[src/rtl/alu_shift_sequencer.sv]
// Multi-cycle shifter/rotator: repeats one single-bit ALU shift per clock
// until the requested amount (0..31) has been applied to the accumulator.

module ALU (
   input  logic [31:0] A,
   input  logic [31:0] B,
   input  logic        Cin,
   input  logic [3:0]  operation,
   output logic [31:0] result,
   output logic        C,
   output logic        N,
   output logic        V,
   output logic        Z
);
   logic [32:0] sum;

   always_comb begin
      sum    = 33'd0;
      result = 32'd0;
      C      = 1'b0;
      V      = 1'b0;
      case (operation)
         4'd0: begin
            sum    = {1'b0, A} + {1'b0, B};
            result = sum[31:0];
            C      = sum[32];
            V      = (A[31] == B[31]) && (result[31] != A[31]);
         end
         4'd1: begin
            sum    = {1'b0, A} + {1'b0, B} + {32'd0, Cin};
            result = sum[31:0];
            C      = sum[32];
            V      = (A[31] == B[31]) && (result[31] != A[31]);
         end
         4'd2: begin
            sum    = {1'b0, A} - {1'b0, B};
            result = sum[31:0];
            C      = sum[32];
            V      = (A[31] != B[31]) && (result[31] != A[31]);
         end
         4'd3:  result = A & B;
         4'd4:  result = A | B;
         4'd5:  result = A ^ B;
         4'd6:  result = ~A;
         4'd7:  result = A;
         4'd8:  result = B;
         // Single-bit shifts/rotates; C is the bit moved out.
         4'd9:  begin result = {A[30:0], 1'b0};  C = A[31]; end
         4'd10: begin result = {1'b0, A[31:1]};  C = A[0];  end
         4'd11: begin result = {A[30:0], A[31]}; C = A[31]; end
         4'd12: begin result = {A[0], A[31:1]};  C = A[0];  end
         default: result = 32'd0;
      endcase
   end

   assign N = result[31];
   assign Z = (result == 32'd0);
endmodule

module alu_shift_sequencer (
   input  logic        clk,
   input  logic        rst_n,
   input  logic        start,
   input  logic [1:0]  op,
   input  logic [31:0] operand,
   input  logic [4:0]  amount,
   output logic        busy,
   output logic        done,
   output logic [31:0] result,
   output logic        carry,
   output logic        neg,
   output logic        zero
);
   localparam int WIDTH = 32;

   typedef enum logic [1:0] {IDLE, SHIFT, DONE} state_t;

   state_t           state_q, state_d;
   logic [WIDTH-1:0] acc_q, acc_d;
   logic [4:0]       cnt_q, cnt_d;
   logic [1:0]       op_q, op_d;
   logic             carry_q, carry_d;

   logic [WIDTH-1:0] alu_result;
   logic [3:0]       alu_op;
   logic             alu_c_unused, alu_n_unused, alu_v_unused, alu_z_unused;

   // op 00/01/10/11 maps onto ALU codes 9/10/11/12
   assign alu_op = 4'd9 + {2'b00, op_q};

   ALU u_alu (
      .A         (acc_q),
      .B         (32'd0),
      .Cin       (1'b0),
      .operation (alu_op),
      .result    (alu_result),
      .C         (alu_c_unused),
      .N         (alu_n_unused),
      .V         (alu_v_unused),
      .Z         (alu_z_unused)
   );

   always_comb begin
      state_d = state_q;
      acc_d   = acc_q;
      cnt_d   = cnt_q;
      op_d    = op_q;
      carry_d = carry_q;
      case (state_q)
         IDLE: begin
            if (start) begin
               op_d  = op;
               acc_d = operand;
               cnt_d = amount;
               if (amount != 5'd0) begin
                  state_d = SHIFT;
               end else begin
                  state_d = DONE;
                  carry_d = 1'b0;
               end
            end
         end
         SHIFT: begin
            acc_d   = alu_result;
            // Left-moving ops (LSL, RL) have op[0] = 0 and lose the MSB.
            carry_d = op_q[0] ? acc_q[0] : acc_q[WIDTH-1];
            cnt_d   = cnt_q - 5'd1;
            if (cnt_q == 5'd1) state_d = DONE;
         end
         DONE:    state_d = IDLE;
         default: state_d = IDLE;
      endcase
   end

   always_ff @(posedge clk or negedge rst_n) begin
      if (!rst_n) begin
         state_q <= IDLE;
         acc_q   <= '0;
         cnt_q   <= '0;
         op_q    <= '0;
         carry_q <= 1'b0;
      end else begin
         state_q <= state_d;
         acc_q   <= acc_d;
         cnt_q   <= cnt_d;
         op_q    <= op_d;
         carry_q <= carry_d;
      end
   end

   assign busy   = (state_q == SHIFT);
   assign done   = (state_q == DONE);
   assign result = acc_q;
   assign carry  = carry_q;
   assign neg    = acc_q[WIDTH-1];
   assign zero   = (acc_q == '0);
endmodule

[config.mk]
export PLATFORM = sky130hd
export DESIGN_NAME = alu_shift_sequencer
export DESIGN_NICKNAME = d
export VERILOG_FILES = /design/src/rtl/alu_shift_sequencer.sv
export SDC_FILE = /design/constraint.sdc
export NUM_CORES = 1
export LEC_CHECK = 0
export ABC_AREA = 1
export BUFFER_PORTS_ARGS = -buffer_cell sky130_fd_sc_hd__buf_2
export CORE_ASPECT_RATIO = 0.9
export CORE_MARGIN = 8
export CORE_UTILIZATION = 30
export CTS_BUF_LIST = sky130_fd_sc_hd__clkbuf_8
export CTS_CLUSTER_DIAMETER = 60
export CTS_CLUSTER_SIZE = 8
export DETAILED_ROUTE_END_ITERATION = 12
export REMOVE_ABC_BUFFERS = 1
export SLEW_MARGIN = 20
export SYNTH_ARGS = -nofsm -noshare
export SYNTH_HDL_FRONTEND = slang
export SYNTH_HIERARCHICAL = 1
export SYNTH_SLANG_ARGS = --single-unit
[constraint.sdc]
create_clock -name clk -period 4 [get_ports clk]
set_input_delay 0.2 -clock clk [delete_from_list [all_inputs] [get_ports clk]]
set_output_delay 0.2 -clock clk [all_outputs]
set_load 0.005 [all_outputs]
==> metrics.cfg <==
[placed_design]
gp_congestion = 1.01
pre_cts_ws_ns = 1.34
placedInstanceArea_sq_mm = 0.0119
port_buffers = 78
place_hpwl_mm = 38.2

[synth]
syn_avg_cell_area_sq_um = 5.66
netlist_area_sq_mm = 0.0110
yosysWarningCount = 6
netlist_instances = 1941

[global_routing]
grt.total_usage_pct = 22.8
grt_antenna_before_repair = 0
grt_max_degree = 43
grt_pass1_vias = 12500
grt_pass1_wl_mm = 75.2
grt-ovfl-total = 0

[setup_path]
critPathTopFamily = simple AND/OR/NAND/NOR gates
worstPathMaxFanout = 12
crit_type = register to register
endpoint_kind = register
crit_slowest_cell = nand2_1
worstPathArrival_ns = 3.05
crit_required_ns = 4.25
cp_common_cell = nand2_1
crit_chain = ha_1 -> nor2_1 -> nand2_1 -> buf_4 -> o22ai_1 -> a2111oi_0 -> o221ai_1 -> nor2_1 -> nand2_1 -> nand2_1 -> a21oi_2
max_stage_delay_ns = 0.52
cp_num_buf_inv = 1
crit_path_start_kind = register

[cells_and_area]
fillers = 4060
layout.nets = 2194
layout-drive-gt1-share_pct = 13.5
antenna_cells = 0
post-route-cell-area_sq_mm = 0.0120
areaGrowthSynthToFinish_pct = 9.52

[clocking]
numCtsBuffers = 5
clk_pin_slew_ns = 0.10
clk_path_buf_depth = 2
postCtsHoldBufs = 1
htree_levels = 2
postCtsSetupBuffers = 0
cts_tree = built
cts_resized = 0
cts_sinks = 42
cts_root_buffer = clkbuf_8
clock_latency_ns = 0.37

[sta]
max_freq_ghz = 0.357
worst-slew-pin-transition_ns = 2.51
fin_ws_ns = 1.20
final_max_slew_viol_count = 138
hold_viol = 0
slew_headroom_pct = -67.8
tns_ns = 0
setup_viol = 0
timing.final.crit_share_pct = 70.1
skew_ns = 0.0201
min_period_ns = 2.80
rsz0062_at_grt = no

[drt]
wl_met3_mm = 4.45
wl_mm = 50.1
drtIter0Drc = 1689
avgViaCountPerCell = 5.33
via_count = 13500
met2_length_mm = 20.7
m1WireLength_mm = 23.6
dr.pass1.iters = 6
ant_nets = 0
topRoutingLayerUsed = met4
post_drt_wl_per_cell_um = 19.8
drc_errors = 0

[die]
die_w_um = 218
dieArea_sq_mm = 0.0430
core_sq_mm = 0.0361
die_y_um = 197
rows = 66
ioPinCount = 79
start_util_pct = 30.4

[outcome]
status = finished, violations left
violations = slew limit

[power_and_ir_drop]
p_per_area_mw_per_mm2 = 904
combPwrFrac_pct = 86.0
intPower_mw = 3.47
power.share.clock_pct = 3.2
p_leak_nw = 6.03
p_switching_mw = 7.39
switching_share_pct = 68.0
seqPwrFrac_pct = 10.8
ir_worst_vdd_v = 0.000463

[hold_path]
min_path_type = input port to register

[job]
maxCapViolations = 0

-- per-layer routing --
layer  up-vias  track usage, %
met2       653            34.2
met1      6287            33.5
li1       6435               -
met4         0            6.56
met3        96            2.51
met5         -               0
-- worst min-delay path: cells and delay by family --
family                 cells  cell delay (ns)
buffers and inverters      1             0.07
AND/OR/NAND/NOR            2             0.11
-- cells in the final DEF (no fill, tap or decap), types with 25 or more instances in the layout --
cell type and count:
dfrtp_1 42, buf_2 78, inv_1 243, nand3_1 146, a21oi_1 103, o21ai_0 95, nand4_1 26, nand2_1 529
conb_1 87, nor2_1 261, a21oi_2 25, nand2_2 51, o22ai_1 41, ha_1 100
-- per-stage QoR --
step / cells / hold slack [ns] / power, mW / utilization, %
4_1_cts: 2527 / 0.0303 / 9.98 / 33.3
2_1_floorplan: 1959 / -0.0956 / 7.30 / -
3_5_place_dp: 2518 / 0.371 / 9.58 / 33.0
6_report: 2527 / 0.0562 / 10.9 / 33.3
3_3_place_gp: 2518 / 0.357 / 9.55 / 33.0
5_1_grt: 2527 / 0.0649 / 11.8 / 33.3
-- power groups by stage --
stage	Clock, mW	Sequential (mW)	Combinational (mW)
CTS	0.372	1.17	8.44
finish	0.352	1.17	9.34
global placement	0	1.16	8.39
floorplan	0	1.00	6.29
detailed placement	0	1.18	8.41
global route	0.375	1.22	10.2
-- path summary, 6_finish.rpt --
kind | startpoint | to | slack (ns) | cells after the start
max | op_q[0]$_DFFE_PN0P_ | result[30]$_DFFE_PN0P_ | 1.20 | 11
min | op[1] | op_q[1]$_DFFE_PN0P_ | 0.06 | 3
max reg2reg | op_q[0]$_DFFE_PN0P_ | result[30]$_DFFE_PN0P_ | 1.20 | 11
min reg2reg | cnt_q[4]$_DFFE_PN0P_ | cnt_q[4]$_DFFE_PN0P_ | 0.52 | 2
max in group asynchronous | rst_n | result[29]$_DFFE_PN0P_ | 3.05 | 3
min in group asynchronous | rst_n | result[4]$_DFFE_PN0P_ | 0.48 | 3
-- layout make-up --
class,count,area [sq um],area share [%]
multi-input combinational,1650,8840,73.5
inverter,267,1000,8.36
timing repair buffer,84,438,3.64
tap,476,596,4.95
clock inverter,3,25.0,0.208
clock buffer,5,68.8,0.572
sequential,42,1050,8.74
-- sequential cells by signal (all words and copies together), names as in the netlist --
name     count
carry        1
op_q         2
state_q      2
cnt_q        5
result      32
Note: power is estimated with default switching activity, not from simulation.
